`config.mk`:
```
export PLATFORM = sky130hd
export DESIGN_NAME = mem_access_unit_flat
export DESIGN_NICKNAME = d
export VERILOG_FILES = /design/src/rtl/mem_access_unit_if.sv /design/src/rtl/mem_access_unit.sv /design/src/flat_wrapper.sv
export SDC_FILE = /design/constraint.sdc
export NUM_CORES = 1
export LEC_CHECK = 0
export ABC_CLOCK_PERIOD_IN_PS = 2000
export BUFFER_PORTS_ARGS = -buffer_cell sky130_fd_sc_hd__clkbuf_2
export CELL_PAD_IN_SITES_DETAIL_PLACEMENT = 1
export CELL_PAD_IN_SITES_GLOBAL_PLACEMENT = 1
export CORE_MARGIN = 2
export CORE_UTILIZATION = 33
export CTS_CLUSTER_SIZE = 12
export DETAILED_ROUTE_END_ITERATION = 6
export PLACE_DENSITY = 0.86
export SLEW_MARGIN = 40
export SYNTH_ARGS = -nofsm -noshare
export SYNTH_HDL_FRONTEND = slang
export SYNTH_SLANG_ARGS = --single-unit
```
`constraint.sdc`:
```
create_clock -name clk -period 2 [get_ports clk]
set_clock_uncertainty 0.15 [all_clocks]
set_input_delay 0.2 -clock clk [delete_from_list [all_inputs] [get_ports clk]]
set_output_delay 0.2 -clock clk [all_outputs]
set_load 0.005 [all_outputs]
```
`src/rtl/mem_access_unit_if.sv`:
```
// Request/response bus between the datapath and the memory access unit.
// The datapath is the master; the access unit is the slave.
interface mem_access_unit_if;
    logic        req;
    logic        ready;
    logic        wr;
    logic [2:0]  funct3;
    logic [31:0] addr;
    logic [31:0] wdata;
    logic [31:0] rdata;
    logic        done;
    logic        err;

    modport master (output req, wr, funct3, addr, wdata,
                    input  ready, rdata, done, err);
    modport slave  (input  req, wr, funct3, addr, wdata,
                    output ready, rdata, done, err);
endinterface

```
`src/rtl/mem_access_unit.sv`:
```
// Load/store controller for a word-indexed single-port memory: sub-word load
// extraction, read-modify-write sub-word stores, rejection of bad accesses.
module mem_access_unit #(
    parameter int MEM_WORDS = 128
) (
    input  logic                clk,
    input  logic                reset,
    mem_access_unit_if.slave    bus,
    output logic [31:0]         mem_a,
    output logic [31:0]         mem_wd,
    output logic                mem_we,
    input  logic [31:0]         mem_rd
);
    typedef enum logic [1:0] {IDLE, READ, WRITE, RESP} state_t;

    state_t      state_q;
    logic        ready_q, done_q, err_q, wr_q;
    logic [2:0]  f3_q;
    logic [31:0] addr_q, wdata_q, buf_q, rdata_q;

    logic        f3_ok, misal, oor, acc_err;
    logic [3:0]  be;
    logic [31:0] wsh, wd_d, rdata_d;
    logic [7:0]  ld_b;
    logic [15:0] ld_h;

    // Classification of the request presented on the bus this cycle.
    always_comb begin
        f3_ok = bus.wr ? (bus.funct3 inside {3'b000, 3'b001, 3'b010})
                       : (bus.funct3 inside {3'b000, 3'b001, 3'b010, 3'b100, 3'b101});
        misal = ((bus.funct3[1:0] == 2'b01) && bus.addr[0]) ||
                ((bus.funct3[1:0] == 2'b10) && (bus.addr[1:0] != 2'b00));
        oor   = {2'b00, bus.addr[31:2]} >= 32'(MEM_WORDS);
        acc_err = !f3_ok || misal || oor;
    end

    // Load extraction straight from the memory read port during READ.
    always_comb begin
        ld_b = mem_rd[{addr_q[1:0], 3'b000} +: 8];
        ld_h = addr_q[1] ? mem_rd[31:16] : mem_rd[15:0];
        case (f3_q)
            3'b000:  rdata_d = {{24{ld_b[7]}}, ld_b};
            3'b001:  rdata_d = {{16{ld_h[15]}}, ld_h};
            3'b100:  rdata_d = {24'h0, ld_b};
            3'b101:  rdata_d = {16'h0, ld_h};
            default: rdata_d = mem_rd;
        endcase
    end

    // Store merge: replicate the store data across lanes, then pick per lane.
    always_comb begin
        case (f3_q[1:0])
            2'b00: begin
                be  = 4'b0001 << addr_q[1:0];
                wsh = {4{wdata_q[7:0]}};
            end
            2'b01: begin
                be  = addr_q[1] ? 4'b1100 : 4'b0011;
                wsh = {2{wdata_q[15:0]}};
            end
            default: begin
                be  = 4'b1111;
                wsh = wdata_q;
            end
        endcase
    end

    for (genvar k = 0; k < 4; k++) begin : g_lane
        assign wd_d[8*k +: 8] = be[k] ? wsh[8*k +: 8] : buf_q[8*k +: 8];
    end

    always_ff @(posedge clk) begin
        if (reset) begin
            state_q <= IDLE;
            ready_q <= 1'b1;
            done_q  <= 1'b0;
            err_q   <= 1'b0;
            wr_q    <= 1'b0;
            f3_q    <= 3'b000;
            addr_q  <= '0;
            wdata_q <= '0;
            buf_q   <= '0;
            rdata_q <= '0;
        end else begin
            case (state_q)
                IDLE: if (bus.req) begin
                    wr_q    <= bus.wr;
                    f3_q    <= bus.funct3;
                    addr_q  <= bus.addr;
                    wdata_q <= bus.wdata;
                    ready_q <= 1'b0;
                    if (acc_err) begin
                        state_q <= RESP;
                        done_q  <= 1'b1;
                        err_q   <= 1'b1;
                    end else if (bus.wr && bus.funct3 == 3'b010) begin
                        state_q <= WRITE;
                    end else begin
                        state_q <= READ;
                    end
                end
                READ: begin
                    buf_q <= mem_rd;
                    if (wr_q) begin
                        state_q <= WRITE;
                    end else begin
                        state_q <= RESP;
                        rdata_q <= rdata_d;
                        done_q  <= 1'b1;
                    end
                end
                WRITE: begin
                    state_q <= RESP;
                    done_q  <= 1'b1;
                end
                RESP: begin
                    state_q <= IDLE;
                    done_q  <= 1'b0;
                    err_q   <= 1'b0;
                    ready_q <= 1'b1;
                end
                default: state_q <= IDLE;
            endcase
        end
    end

    assign bus.ready = ready_q;
    assign bus.done  = done_q;
    assign bus.err   = err_q;
    assign bus.rdata = rdata_q;

    // Gating with reset keeps an aborted store from landing in memory.
    assign mem_we = (state_q == WRITE) && !reset;
    assign mem_wd = (state_q == WRITE) ? wd_d : '0;
    assign mem_a  = {2'b00, addr_q[31:2]};
endmodule

```
`src/flat_wrapper.sv`:
```
// flat-port wrapper written by rule: the top's interface ports become plain ports
module mem_access_unit_flat 
#(
    parameter int MEM_WORDS = 128
)
  (clk, reset, mem_a, mem_wd, mem_we, mem_rd, bus_req, bus_wr, bus_funct3, bus_addr, bus_wdata, bus_ready, bus_rdata, bus_done, bus_err);
  mem_access_unit_if bus_i ();
  input  logic clk;
  input  logic reset;
  output logic [31:0] mem_a;
  output logic [31:0] mem_wd;
  output logic mem_we;
  input  logic [31:0] mem_rd;
  input wire logic [$bits(bus_i.req)-1:0] bus_req;
  input wire logic [$bits(bus_i.wr)-1:0] bus_wr;
  input wire logic [$bits(bus_i.funct3)-1:0] bus_funct3;
  input wire logic [$bits(bus_i.addr)-1:0] bus_addr;
  input wire logic [$bits(bus_i.wdata)-1:0] bus_wdata;
  output wire logic [$bits(bus_i.ready)-1:0] bus_ready;
  output wire logic [$bits(bus_i.rdata)-1:0] bus_rdata;
  output wire logic [$bits(bus_i.done)-1:0] bus_done;
  output wire logic [$bits(bus_i.err)-1:0] bus_err;
  assign bus_i.req = bus_req;
  assign bus_i.wr = bus_wr;
  assign bus_i.funct3 = bus_funct3;
  assign bus_i.addr = bus_addr;
  assign bus_i.wdata = bus_wdata;
  assign bus_ready = bus_i.ready;
  assign bus_rdata = bus_i.rdata;
  assign bus_done = bus_i.done;
  assign bus_err = bus_i.err;
  mem_access_unit #(.MEM_WORDS(MEM_WORDS)) u_core (.clk(clk), .reset(reset), .bus(bus_i), .mem_a(mem_a), .mem_wd(mem_wd), .mem_we(mem_we), .mem_rd(mem_rd));
endmodule
```
Yosys cells after proc, flatten, opt, wreduce, memory -nomap -nowiden
Cells that the tools add are included.

word-level totals
  bits in registers = 137
  bits of input ports = 103
  output and inout bits = 100
  logic and storage cells = 75

cells by class
  magnitude comparators = 1
  equal/unequal tests = 16
  shift operators = 2
  mux-type cells = 23
  bitwise logic cells = 1
  reductions and logical operators = 22

operators by type and width
  operator                                                                 count
  32-bit case mux with 4 select lines                                      1
  32-bit case mux with 2 select lines                                      1
  32-bit 2-to-1 mux                                                        1
  8-bit 2-to-1 mux                                                         4
  32-bit by 6-bit variable part select with 8-bit output                   1
  30-bit by 8-bit >= comparator with 1-bit output (second input constant)  1
  16-bit 2-to-1 mux                                                        1
  3-bit == test (second input constant)                                    4
  2-bit case mux with 4 select lines                                       1
  4-bit case mux with 2 select lines                                       1
  2-bit by 1-bit == test with 1-bit output (second input constant)         3
  2-bit == test (second input constant)                                    3
  3-bit by 1-bit == test with 1-bit output (second input constant)         2
  3-bit logical NOT                                                        2
  1-bit 2-to-1 mux                                                         6
  2-bit 2-to-1 mux                                                         3
  2-bit AND reduction                                                      3
  3-bit AND reduction                                                      2
  5-bit nonzero test                                                       1
  1-bit logical AND                                                        4
  2-bit logical NOT                                                        2
  4-bit 2-to-1 mux                                                         1
  2-bit inequality test (second input constant)                            2
  1-bit case mux with 2 select lines                                       2
  other kinds (9)                                                          13

Depth between registers and ports, before layout
Gate-level depths: netlist (run 1).

  depth in word-level cells = 9
  depth in mapped cells = 9
  depth with buffers taken out = 6

Worst setup path before layout (run 1)
No wires, ideal clock.

  path type = register to register
  start point = register u_core.state_q[0]
  end point = register u_core.done_q (netlist: u_core.bus.done)
  setup time = 0.121 ns
  arrival = 1.671 ns
  data required time = 1.729 ns
  slack = 0.058 ns
  cell stages (with the launch flop) = 8
  buffers on the path = 1
  period minus slack after synthesis = 1.942 ns
  path through = dfxtp_1 inv_1 ha_1 clkbuf_1 nor4b_1 nand4_1 o31ai_1 mux2_2

on the way
  cells in the longest elaborated chain, start to end = 3
  elaborated cells on any way between the ends = 9
  those cells by class = eq/ne: 6; mux: 1; reduce/logical: 2

RTL lines
  item                                                                                                        line                    RTL
  from (decl)                                                                                                 mem_access_unit.sv:16   state_t state_q;
  from (signal assigned)                                                                                      mem_access_unit.sv:74   state_q <= IDLE;
  from (signal assigned)                                                                                      mem_access_unit.sv:93   state_q <= RESP;
  from (signal assigned)                                                                                      mem_access_unit.sv:97   state_q <= WRITE;
  2-bit by 1-bit == test with 1-bit output or 2-bit logical NOT (tied branches)                               mem_access_unit.sv:85   case (state_q)
  2-bit inequality test (no source line) or 2-bit by 1-bit inequality test with 1-bit output (tied branches)  -
  3-bit AND reduction (no source line)                                                                        -
  to (signal assigned)                                                                                        mem_access_unit.sv:76   done_q <= 1'b0;
  to (signal assigned)                                                                                        mem_access_unit.sv:94   done_q <= 1'b1;
  to (signal assigned)                                                                                        mem_access_unit.sv:109  done_q <= 1'b1;
  to (decl)                                                                                                   mem_access_unit.sv:17   logic ready_q, done_q, err_q, wr_q;

Parallel ways exist; a longest one is shown, timed or not.
A chain may end at the register's enable or synchronous reset.

Final worst setup path (run 1)
  start point = register u_core.f3_q[0]
  end point = output mem_wd[11]

on the way
  cells in the longest elaborated chain, start to end = 4
  elaborated cells on any way between the ends = 6
  those cells by class = eq/ne: 1; mux: 4; reduce/logical: 1

RTL lines
  item                                                                                       line                    RTL
  from (decl)                                                                                mem_access_unit.sv:18   logic [2:0] f3_q;
  from (signal assigned)                                                                     mem_access_unit.sv:88   f3_q <= bus.funct3;
  2-bit by 1-bit == test with 1-bit output or 2-bit logical NOT (tied branches)              mem_access_unit.sv:52   case (f3_q[1:0])
  32-bit case mux with 2 select lines or 4-bit case mux with 2 select lines (tied branches)  mem_access_unit.sv:52
  8-bit 2-to-1 mux (*)                                                                       mem_access_unit.sv:69   assign wd_d[8*k +: 8] = be[k] ? wsh[8*k +: 8] : buf_q[8*k +: 8];
  32-bit 2-to-1 mux (*)                                                                      mem_access_unit.sv:134  assign mem_wd = (state_q == WRITE) ? wd_d : '0;
  to (decl)                                                                                  flat_wrapper.sv:11      output logic [31:0] mem_wd;

Every way passes the cells marked *; elsewhere a longest branch is shown, timed or not.

==> results.sh, run 1 <==
export IMPL_avgViaCountPerCell=5.647
export IMPL_hold_path_startpoint="mem_rd[31]"
export IMPL_ff2ff_path_depth=7
export IMPL_layout_worst_path_cycle_share_pct=114.4
export IMPL_dieWidth_um=143.0
export IMPL_cts_tree="yes"
export IMPL_synthTopCellsByArea="dfxtp_1 43%, nand2_1 11%, mux2i_1 7.5%"
export IMPL_grt_max_degree=51
export IMPL_core_area_um2=18830
export IMPL_chipHeight_um=143.0
export IMPL_r2r_start="u_core.state_q[0]"
export IMPL_cp_data_arrival_time_ns=1.94
export IMPL_max_freq_mhz=437.1
export IMPL_timing_critical_path_required_ns=1.65
export IMPL_fillerInstances=2196
export IMPL_setup_ws_ns=-0.2876
export IMPL_worst_slew_pin_transition_ns=0.6407
export IMPL_yosysTopAreaCellShare_pct=43.03
export IMPL_hold_path_class="input port to flip-flop"
export IMPL_final_area_um2=9993
export IMPL_r2r_end="u_core.bus.err"
export IMPL_stdcell_count=1372
export IMPL_ys_async_sr_fraction_pct=0
export IMPL_outcome="finished, violations left"
export IMPL_whs_endpoint="u_core.bus.rdata[31]"
export IMPL_nets=1205
export IMPL_syn_cell_area_um2=6374
export IMPL_finalWorstPathRequiredPeriod_ns=2.288
export IMPL_floorplan_rows=50
export IMPL_syn_inst=812
export IMPL_post_place_cells=1215
export IMPL_hpwl_mm=17.83
export IMPL_startpoint_type="flip-flop"
export IMPL_detail_route_wl_per_cell_um=24.33
export IMPL_hold_viol_final=0
export IMPL_finalWeightedCongestion=0.8753
export IMPL_count_of_flip_flops_with_a_built_in_enable_after_synthesis=0
export IMPL_setup_viol=33
export IMPL_grt_total_usage_pct=29.04
export IMPL_final_core_util_pct=53.07
export IMPL_sort_of_element_at_the_end_of_the_critical_path="output port"
export IMPL_drc=0
export IMPL_layout_drive_gt1_share_pct=35.10
export IMPL_io_pins=203
export IMPL_dieArea_um2=20440
export IMPL_p_leak_nw=4.093
export IMPL_synthesis_area_per_instance_um2=7.849
export IMPL_worst_hold_path_num_cells=4
export IMPL_ys_types=49
export IMPL_vias_in_the_first_global_route=7928
export IMPL_root_buffer="clkbuf_16"
export IMPL_detailed_place_area_um2=7540
export IMPL_grt_setup_unrepaired="true"
export IMPL_first_pass_iters=6
export IMPL_port_buffers=200
export IMPL_worst_r2r_setup_slack_ns=-0.02
export IMPL_area_occupied_by_multi_input_gates_um2=3702
export IMPL_cap_violations=0
export IMPL_drt_iter0_markers=671
export IMPL_violations="negative setup slack"
export IMPL_p_per_area_nw_per_um2=1295
export IMPL_area_leader_netlist="dfxtp_1"
export IMPL_cts_made_buffers=17
export IMPL_regArea_um2=2758
export IMPL_global_route_overflow=0
export IMPL_clk_transition_reported_paths_ns=0.07
export IMPL_predominant_post_synthesis_flop_cell="dfxtp_1"
export IMPL_sink_count=137
export IMPL_grt_antenna_before_repair=1
export IMPL_worst_hold_slack_ns=0.08647
export IMPL_ant_nets=0
export IMPL_postSynthRegisterBits=137
export IMPL_power_ir_vdd_worst_v=0.0008791
export IMPL_wire_length_of_the_first_global_routing_pass_mm=45.08
export IMPL_slew_limit_headroom_pct=57.28
export IMPL_crit_type="flip-flop to output port"
export IMPL_clock_network_latency_to_the_later_pin_of_the_worst_skew_pair_ns=0.43
export IMPL_yosysWarnings=0
export IMPL_totalWireLength_mm=33.39
export IMPL_clock_path_buffers=2
export IMPL_worst_path_max_fanout=10
export IMPL_start_util_pct=33.85
export IMPL_area_growth_pct=56.79
export IMPL_cts_htree_levels=4
export IMPL_finalMaxSlewViolations=0
export IMPL_synth_seq_area_share_pct=43.03
export IMPL_vias=7747
## worst max path at each step
stage,slack (ns),depth (start not counted),endpoint,from
2_1_floorplan,0.06,7,u_core.bus.done,u_core.state_q[0]
3_5_place_dp,0.008,7,u_core.bus.done,u_core.state_q[0]
6_report,-0.29,5,mem_wd[11],u_core.f3_q[0]
3_3_place_gp,0.08,7,u_core.bus.done,u_core.state_q[0]
4_1_cts,-0.14,7,mem_wd[7],u_core.f3_q[0]
5_1_grt,-0.33,5,mem_wd[31],u_core.wdata_q[7]
## cell usage after synthesis (2+ instances only)
cell and instances:
nand3_1 9, clkbuf_1 46, a221oi_1 3, buf_4 32
buf_1 3, dfxtp_1 137, mux2i_1 48, or2_2 2
nor2_1 96, and3_1 9, inv_1 4, nand2b_1 4
a31oi_1 2, nor3_1 2, buf_2 12, nand2_1 191
o21ai_0 17, ha_1 4, a211oi_1 30, nor2b_1 5
o221ai_1 7, nor4_1 5, a21oi_1 95, a21o_1 3
a311oi_1 16, a22oi_1 7
## layout make-up
type / count / area share [%]
Multi-Input combinational cell: 578 / 37.05
Clock buffer: 17 / 4.257
Antenna cell: 1 / 0.02504
Sequential cell: 137 / 27.59
Clock inverter: 15 / 1.653
Inverter: 5 / 0.2754
Timing Repair Buffer: 359 / 25.89
Tap cell: 260 / 3.255
## where the power goes
part	internal [mW]	switching, mW
clock	1.87	1.43
combinational	2.24	3.27
sequential	3.44	0.691
total	7.55	5.39
## kinds of logic (layout without fill, tap and decap cells)
family	after synthesis	after routing	share of synthesized area, %
simple gates	330	330	21.12
compound gates	191	192	18.87
flops	137	137	43.03
buf+inv	99	396	8.068
mux	50	50	8.068
fa+ha+maj	4	4	0.7853
other cells	1	3	0.05884
## sequential cells by signal (all words and copies together), names as in the netlist
| name | count |
|---|---|
| u_core.wr_q | 1 |
| u_core.bus.done | 1 |
| u_core.bus.ready | 1 |
| u_core.f3_q | 3 |
| u_core.state_q | 2 |
| u_core.wdata_q | 32 |
| u_core.buf_q | 32 |
| u_core.bus.rdata | 32 |
| u_core.bus.err | 1 |
| u_core.addr_q | 32 |
## repair_timing
action                                  4_1_cts  5_1_grt
endpoints found under the hold margin       116        0
gates resized for setup                     107       56
gates cloned                                  3        1
endpoints found under the setup margin       32       39
buffers inserted                              7       15
hold buffers                                 98        0
pin swaps                                    35       22
## routing by layer
metal  share of wire [%]  GRT usage (%)  up-vias
met3                 7.8          7.512      150
li1                    -              -     3335
met4                 5.7          16.00        0
met1                  37          32.84     3816
met5                   0              0        -
met2                  49          49.81      446
## through the flow
stage | power (mW) | worst slack (ns) | TNS [ns]
after floorplan | 6.464 | 0.05814 | 0
after global placement | 7.933 | 0.08492 | 0
after CTS | 12.07 | -0.1411 | -3.088
final | 12.94 | -0.2876 | -5.809
after global routing | 13.48 | -0.3285 | -7.109
after detailed placement | 8.111 | 0.007555 | 0
## worst max-delay path: stages (launching register included)
cell and delay, ns:
dfxtp_2 0.38, buf_6 0.15, buf_4 0.20, o21ai_0 0.23
a311oi_2 0.35, buf_2 0.18
## placed cells by master, fill, tap and decap left out, types with 10 or more instances in the layout
| cell type | netlist | final |
|---|---|---|
| clkbuf_2 | 0 | 180 |
| nand2_1 | 191 | 173 |
| a211oi_1 | 30 | 30 |
| a311oi_2 | 0 | 16 |
| clkbuf_16 | 0 | 18 |
| mux2i_1 | 48 | 48 |
| a21oi_2 | 0 | 10 |
| o21ai_0 | 17 | 17 |
| dfxtp_1 | 137 | 131 |
| nand2_2 | 0 | 10 |
| nor2_1 | 96 | 95 |
| buf_2 | 12 | 19 |
| buf_4 | 32 | 43 |
| a21oi_1 | 95 | 79 |
| buf_6 | 1 | 10 |
| dlygate4sd3_1 | 0 | 98 |
Note: power is estimated with default switching activity, not from simulation.
==> run 2: changes to the inputs <==
--- a/config.mk
+++ b/config.mk
@@ -9,11 +9,13 @@
 export BUFFER_PORTS_ARGS = -buffer_cell sky130_fd_sc_hd__clkbuf_2
 export CELL_PAD_IN_SITES_DETAIL_PLACEMENT = 1
 export CELL_PAD_IN_SITES_GLOBAL_PLACEMENT = 1
-export CORE_MARGIN = 2
+export CORE_MARGIN = 5
 export CORE_UTILIZATION = 33
 export CTS_CLUSTER_SIZE = 12
 export DETAILED_ROUTE_END_ITERATION = 6
+export GPL_ROUTABILITY_DRIVEN = 0
 export PLACE_DENSITY = 0.86
+export SKIP_LAST_GASP = 1
 export SLEW_MARGIN = 40
 export SYNTH_ARGS = -nofsm -noshare
 export SYNTH_HDL_FRONTEND = slang
==> run 2 against run 1 <==
Net effect: the run still ends with negative setup slack left; sequential cell count stayed put; first-iteration DRC count is 15% higher; wire length is 4.1% higher; sequential share of layout area is 0.14 points higher; combinational power is 5.6% higher; final cell count is 0.15% higher; largest power group unchanged.
==> results.sh, run 2 (synthesis gave the netlist of run 1 again) <==
export IMPL_floorplan_rows=50
export IMPL_layout_drive_gt1_share_pct=34.41
export IMPL_chipHeight_um=149.0
export IMPL_cts_made_buffers=17
export IMPL_fillerInstances=2223
export IMPL_whs_endpoint="u_core.bus.rdata[31]"
export IMPL_r2r_end="u_core.bus.rdata[21]"
export IMPL_sink_count=137
export IMPL_worst_slew_pin_transition_ns=0.5317
export IMPL_crit_type="flip-flop to output port"
export IMPL_wire_length_of_the_first_global_routing_pass_mm=47.96
export IMPL_p_leak_nw=4.007
export IMPL_critPathMostFrequentCell="buf_6"
export IMPL_power_ir_vdd_worst_v=0.0007664
export IMPL_hold_viol_final=0
export IMPL_avgViaCountPerCell=5.744
export IMPL_critical_path_max_stage_delay_ns=0.43
export IMPL_worst_path_max_fanout=6
export IMPL_r2r_start="u_core.addr_q[1]"
export IMPL_layout_common_cells="187 x nand2_1, 184 x clkbuf_2, 131 x dfxtp_1"
export IMPL_grt_max_degree=70
export IMPL_totalWireLength_mm=34.75
export IMPL_cp_data_arrival_time_ns=2.00
export IMPL_grt_antenna_before_repair=3
export IMPL_vias=7892
export IMPL_startpoint_type="flip-flop"
export IMPL_nets=1204
export IMPL_start_util_pct=33.85
export IMPL_timing_critical_path_required_ns=1.65
export IMPL_layout_worst_path_cycle_share_pct=117.4
export IMPL_hold_path_class="input port to flip-flop"
export IMPL_dieWidth_um=149.0
export IMPL_grt_total_usage_pct=27.68
export IMPL_cts_htree_levels=4
export IMPL_p_per_area_nw_per_um2=1315
export IMPL_cap_violations=0
export IMPL_critical_path_slowest_cell="a311oi_2"
export IMPL_io_pins=203
export IMPL_sort_of_element_at_the_end_of_the_critical_path="output port"
export IMPL_report_power_total_mw=13.08
export IMPL_first_pass_iters=5
export IMPL_dieArea_um2=22190
export IMPL_clock_path_buffers=2
export IMPL_worst_hold_slack_ns=0.08005
export IMPL_hpwl_mm=18.02
export IMPL_area_growth_pct=56.03
export IMPL_layout_commonest_cell="nand2_1"
export IMPL_vias_in_the_first_global_route=8206
export IMPL_port_buffers=200
export IMPL_finalWorstPathRequiredPeriod_ns=2.348
export IMPL_violations="negative setup slack"
export IMPL_finalMaxSlewViolations=0
export IMPL_cts_tree="yes"
export IMPL_global_route_overflow=0
export IMPL_slew_limit_headroom_pct=64.55
export IMPL_hold_path_startpoint="mem_rd[31]"
export IMPL_drt_iter0_markers=775
export IMPL_clk_transition_reported_paths_ns=0.07
export IMPL_totalNegativeSetupSlack_ns=-8.445
export IMPL_dpl_worst_slack_ns=-0.01139
export IMPL_ant_nets=0
export IMPL_root_buffer="clkbuf_16"
export IMPL_outcome="finished, violations left"
export IMPL_setup_ws_ns=-0.3477
export IMPL_ff2ff_path_depth=8
export IMPL_worst_hold_path_num_cells=4
export IMPL_worst_r2r_setup_slack_ns=-0.27
export IMPL_grt_setup_unrepaired="true"
export IMPL_max_freq_mhz=426.0
export IMPL_detail_route_wl_per_cell_um=25.29
export IMPL_setup_viol=57
export IMPL_clock_network_latency_to_the_later_pin_of_the_worst_skew_pair_ns=0.43
export IMPL_drc=0
export IMPL_core_area_um2=18830
export IMPL_timing_critical_path_cells="buf_6 > nand2b_4 > buf_6 > nand3_2 > a311oi_2 > buf_2"
==> run 2: layout make-up <==
class / count / area [um^2] / share of cell area, %
Antenna cell: 4 / 10.01 / 0.1007
Clock buffer: 18 / 429.2 / 4.316
Clock inverter: 14 / 141.4 / 1.422
Inverter: 5 / 32.53 / 0.3271
Multi-Input combinational cell: 578 / 3637 / 36.58
Sequential cell: 137 / 2758 / 27.73
Tap cell: 260 / 325.3 / 3.271
Timing Repair Buffer: 358 / 2611 / 26.26
==> run 2: worst max-delay path by stage <==
stage,startpoint,end,slack [ns]
global route,u_core.f3_q[0],mem_wd[23],-0.34
floorplan,u_core.state_q[0],u_core.bus.done,0.06
CTS,u_core.addr_q[0],mem_wd[9],-0.16
finish,u_core.f3_q[0],mem_wd[23],-0.35
global placement,u_core.addr_q[0],mem_wd[8],0.02
detailed placement,u_core.addr_q[0],mem_wd[15],-0.01
==> run 2: metrics by stage <==
| step | std cells | util (%) | cell area, um^2 |
|---|---|---|---|
| after detailed placement | 1217 | 40.12 | 7555 |
| after floorplan | 813 | - | 6377 |
| after CTS | 1361 | 50.30 | 9472 |
| after global routing | 1373 | 52.80 | 9942 |
| after global placement | 1217 | 40.12 | 7555 |
| final | 1374 | 52.81 | 9945 |
==> run 2: repair_timing <==
| action | 4_1_cts | 5_1_grt |
|---|---|---|
| pin swaps | 11 | 18 |
| setup endpoints to repair | 33 | 63 |
| cloned | 2 | 2 |
| hold buffers | 98 | 0 |
| hold endpoints to repair | 117 | 0 |
| setup buffers | 12 | 8 |
| gates resized for setup | 58 | 94 |
==> run 2: routing by layer <==
layer	vias up	routed length, um	track usage [%]
met3	216	2592	5.834
met4	0	2661	16.43
met1	3794	12990	31.75
li1	3343	-	-
met2	539	16500	47.36
met5	-	0	0
==> run 2: power breakdown <==
group / leakage [nW] / total, mW / internal, mW / switching (mW)
logic: 2.60 / 5.82 / 2.39 / 3.43
registers: 1.12 / 4.08 / 3.44 / 0.642
clock network: 0.277 / 3.18 / 1.74 / 1.44
==> run 2: critical path: cells and delay by family (launching register included) <==
| family | cells | cell delay (ns) |
|---|---|---|
| DFF | 1 | 0.34 |
| buffers and inverters | 3 | 0.50 |
| and+or+nand+nor | 2 | 0.29 |
| AOI/OAI and AO/OA | 1 | 0.43 |
==> run 3: changes to the inputs <==
--- a/config.mk
+++ b/config.mk
@@ -14,7 +14,7 @@
 export CTS_CLUSTER_SIZE = 12
 export DETAILED_ROUTE_END_ITERATION = 6
 export GPL_ROUTABILITY_DRIVEN = 0
-export PLACE_DENSITY = 0.86
+export PLACE_DENSITY_LB_ADDON = 0.1
 export SKIP_LAST_GASP = 1
 export SLEW_MARGIN = 40
 export SYNTH_ARGS = -nofsm -noshare
==> run 3 against run 2 <==
Net effect: the flow still finishes with violations (negative setup slack); die area unchanged; highest routed layer unchanged; final cell count decreased by 0.73%; hold slack worse by 0.029 ns; count of clock-buffer cells in the layout rose by 2; setup slack improved by 0.18 ns; power fell by 7.7%; register-to-register slack improved by 0.30 ns.
==> results.sh, run 3 (synthesis gave the netlist of run 1 again) <==
export IMPL_outcome="finished, violations left"
export IMPL_violations="negative setup slack"
export IMPL_hold_path_startpoint="bus_req"
export IMPL_sink_count=137
export IMPL_chipHeight_um=149.0
export IMPL_hpwl_mm=17.42
export IMPL_sort_of_element_at_the_end_of_the_critical_path="output port"
export IMPL_worst_path_max_fanout=8
export IMPL_drc=0
export IMPL_root_buffer="clkbuf_16"
export IMPL_grt_max_degree=49
export IMPL_r2r_end="u_core.bus.rdata[30]"
export IMPL_worst_r2r_setup_slack_ns=0.03
export IMPL_detail_route_wl_per_cell_um=18.60
export IMPL_clkPwrFrac_pct=25.8
export IMPL_whs_endpoint="u_core.state_q[1]"
export IMPL_ant_nets=0
export IMPL_layout_common_cells="183 x nand2_1, 180 x clkbuf_2, 131 x dfxtp_1"
export IMPL_clk_transition_reported_paths_ns=0.06
export IMPL_cap_violations=0
export IMPL_net_switching_power_mw=4.543
export IMPL_floorplan_rows=50
export IMPL_dieWidth_um=149.0
export IMPL_p_leak_nw=3.981
export IMPL_dr_max_layer_used="met4"
export IMPL_timing_critical_path_required_ns=1.65
export IMPL_worst_hold_path_num_cells=4
export IMPL_grt_antenna_before_repair=0
export IMPL_io_pins=203
export IMPL_area_growth_pct=54.20
export IMPL_start_util_pct=33.85
export IMPL_cell_internal_pwr_mw=7.534
export IMPL_r2r_start="u_core.addr_q[0]"
export IMPL_grt_setup_unrepaired="true"
export IMPL_core_area_um2=18830
export IMPL_cts_tree="yes"
export IMPL_max_freq_mhz=461.3
export IMPL_avgViaCountPerCell=4.938
export IMPL_setup_viol=32
export IMPL_setup_ws_ns=-0.1678
export IMPL_cts_htree_levels=4
export IMPL_dieArea_um2=22190
export IMPL_drt_iter0_markers=301
export IMPL_layout_drive_gt1_share_pct=32.97
export IMPL_p_per_area_nw_per_um2=1229
export IMPL_vias_in_the_first_global_route=6956
export IMPL_nets=1199
export IMPL_startpoint_type="flip-flop"
export IMPL_netSwitchingFraction_pct=37.62
export IMPL_seqPwrFrac_pct=33.0
export IMPL_met2WireLength_mm=11.91
export IMPL_power_ir_vdd_worst_v=0.0007460
export IMPL_ff2ff_path_depth=6
export IMPL_cp_data_arrival_time_ns=1.82
export IMPL_p_comb_share_pct=41.2
export IMPL_wire_length_of_the_first_global_routing_pass_mm=38.90
export IMPL_clock_path_buffers=2
export IMPL_crit_type="flip-flop to output port"
export IMPL_port_buffers=200
export IMPL_final_core_util_pct=52.19
export IMPL_layout_worst_path_cycle_share_pct=108.4
export IMPL_grt_total_usage_pct=22.28
export IMPL_layout_commonest_cell="nand2_1"
export IMPL_global_route_overflow=0
export IMPL_totalWireLength_mm=25.37
export IMPL_clock_network_latency_to_the_later_pin_of_the_worst_skew_pair_ns=0.42
export IMPL_hold_viol_final=0
export IMPL_wirelength_met1_mm=11.73
export IMPL_vias=6736
export IMPL_met3_length_mm=1.216
export IMPL_n_antenna_cell=0
export IMPL_first_pass_iters=4
export IMPL_cts_made_buffers=17
export IMPL_worst_hold_slack_ns=0.05137
export IMPL_finalWorstPathRequiredPeriod_ns=2.168
export IMPL_hold_path_class="input port to flip-flop"
export IMPL_finalMaxSlewViolations=0
run 3: cell types whose count changed in the layout (fill, tap and decap cells not counted), moves of 4 or more:
cell,change
a21oi_2,-7
clkinv_4,-6
clkinvlp_4,+5
a21oi_1,+4
buf_2,+4
clkbuf_2,-4
diode_2,-4
nand2_1,-4
run 3: per-stage QoR:
step | power [mW] | worst slack (ns) | setup TNS (ns) | instances | instance area (um^2)
after floorplan | 6.464 | 0.05814 | 0 | 813 | 6377
after global placement | 8.053 | 0.02216 | 0 | 1222 | 7592
after detailed placement | 8.102 | 0.01199 | 0 | 1222 | 7592
after CTS | 11.77 | -0.1533 | -3.345 | 1358 | 9405
after global routing | 12.84 | -0.1950 | -4.795 | 1364 | 9828
final | 12.08 | -0.1678 | -2.820 | 1364 | 9828
run 3: critical path, stage by stage, from the launching register on:
cell	delay, ns
dfxtp_4	0.37
or2_4	0.29
a21o_4	0.28
a311oi_2	0.28
clkbuf_2	0.17
run 3: power groups by stage:
stage | Combinational, mW | Sequential, mW | Clock [mW]
after global placement | 4.10 | 3.95 | 0
after detailed placement | 4.13 | 3.97 | 0
after CTS | 4.67 | 3.93 | 3.17
final | 4.98 | 3.98 | 3.11
after floorplan | 2.64 | 3.83 | 0
after global routing | 5.47 | 4.07 | 3.30
run 3: per-layer routing:
metal	track usage (%)	vias up
li1	-	3320
met1	30.27	3208
met2	36.32	172
met3	4.072	36
met4	6.316	0
met5	0	-
run 3: final cells by class:
cell class                 count  area, um^2
fill                        2254        9002
inverter                       5       27.53
timing repair buffer         353        2535
clock inverter                11       123.9
clock buffer                  20       456.7
sequential                   137        2758
multi-input combinational    578        3602
tap                          260       325.3
run 3: how the worst max path moves through the flow:
stage | cells after the start | slack, ns | from | endpoint
2_1_floorplan | 7 | 0.06 | u_core.state_q[0] | u_core.bus.done
3_3_place_gp | 5 | 0.02 | u_core.addr_q[0] | mem_wd[8]
3_5_place_dp | 5 | 0.01 | u_core.addr_q[0] | mem_wd[8]
4_1_cts | 4 | -0.15 | u_core.f3_q[0] | mem_wd[8]
5_1_grt | 6 | -0.20 | u_core.f3_q[1] | mem_wd[10]
6_report | 4 | -0.17 | u_core.addr_q[0] | mem_wd[15]
run 3: timing repair:
| item | in CTS | in global routing |
|---|---|---|
| hold buffers | 99 | 0 |
| setup endpoints to repair | 33 | 64 |
| endpoints found under the hold margin | 119 | 0 |
| gates resized for setup | 44 | 94 |
| pin swaps | 11 | 34 |
| setup buffers | 4 | 5 |
| gates cloned | 2 | 1 |
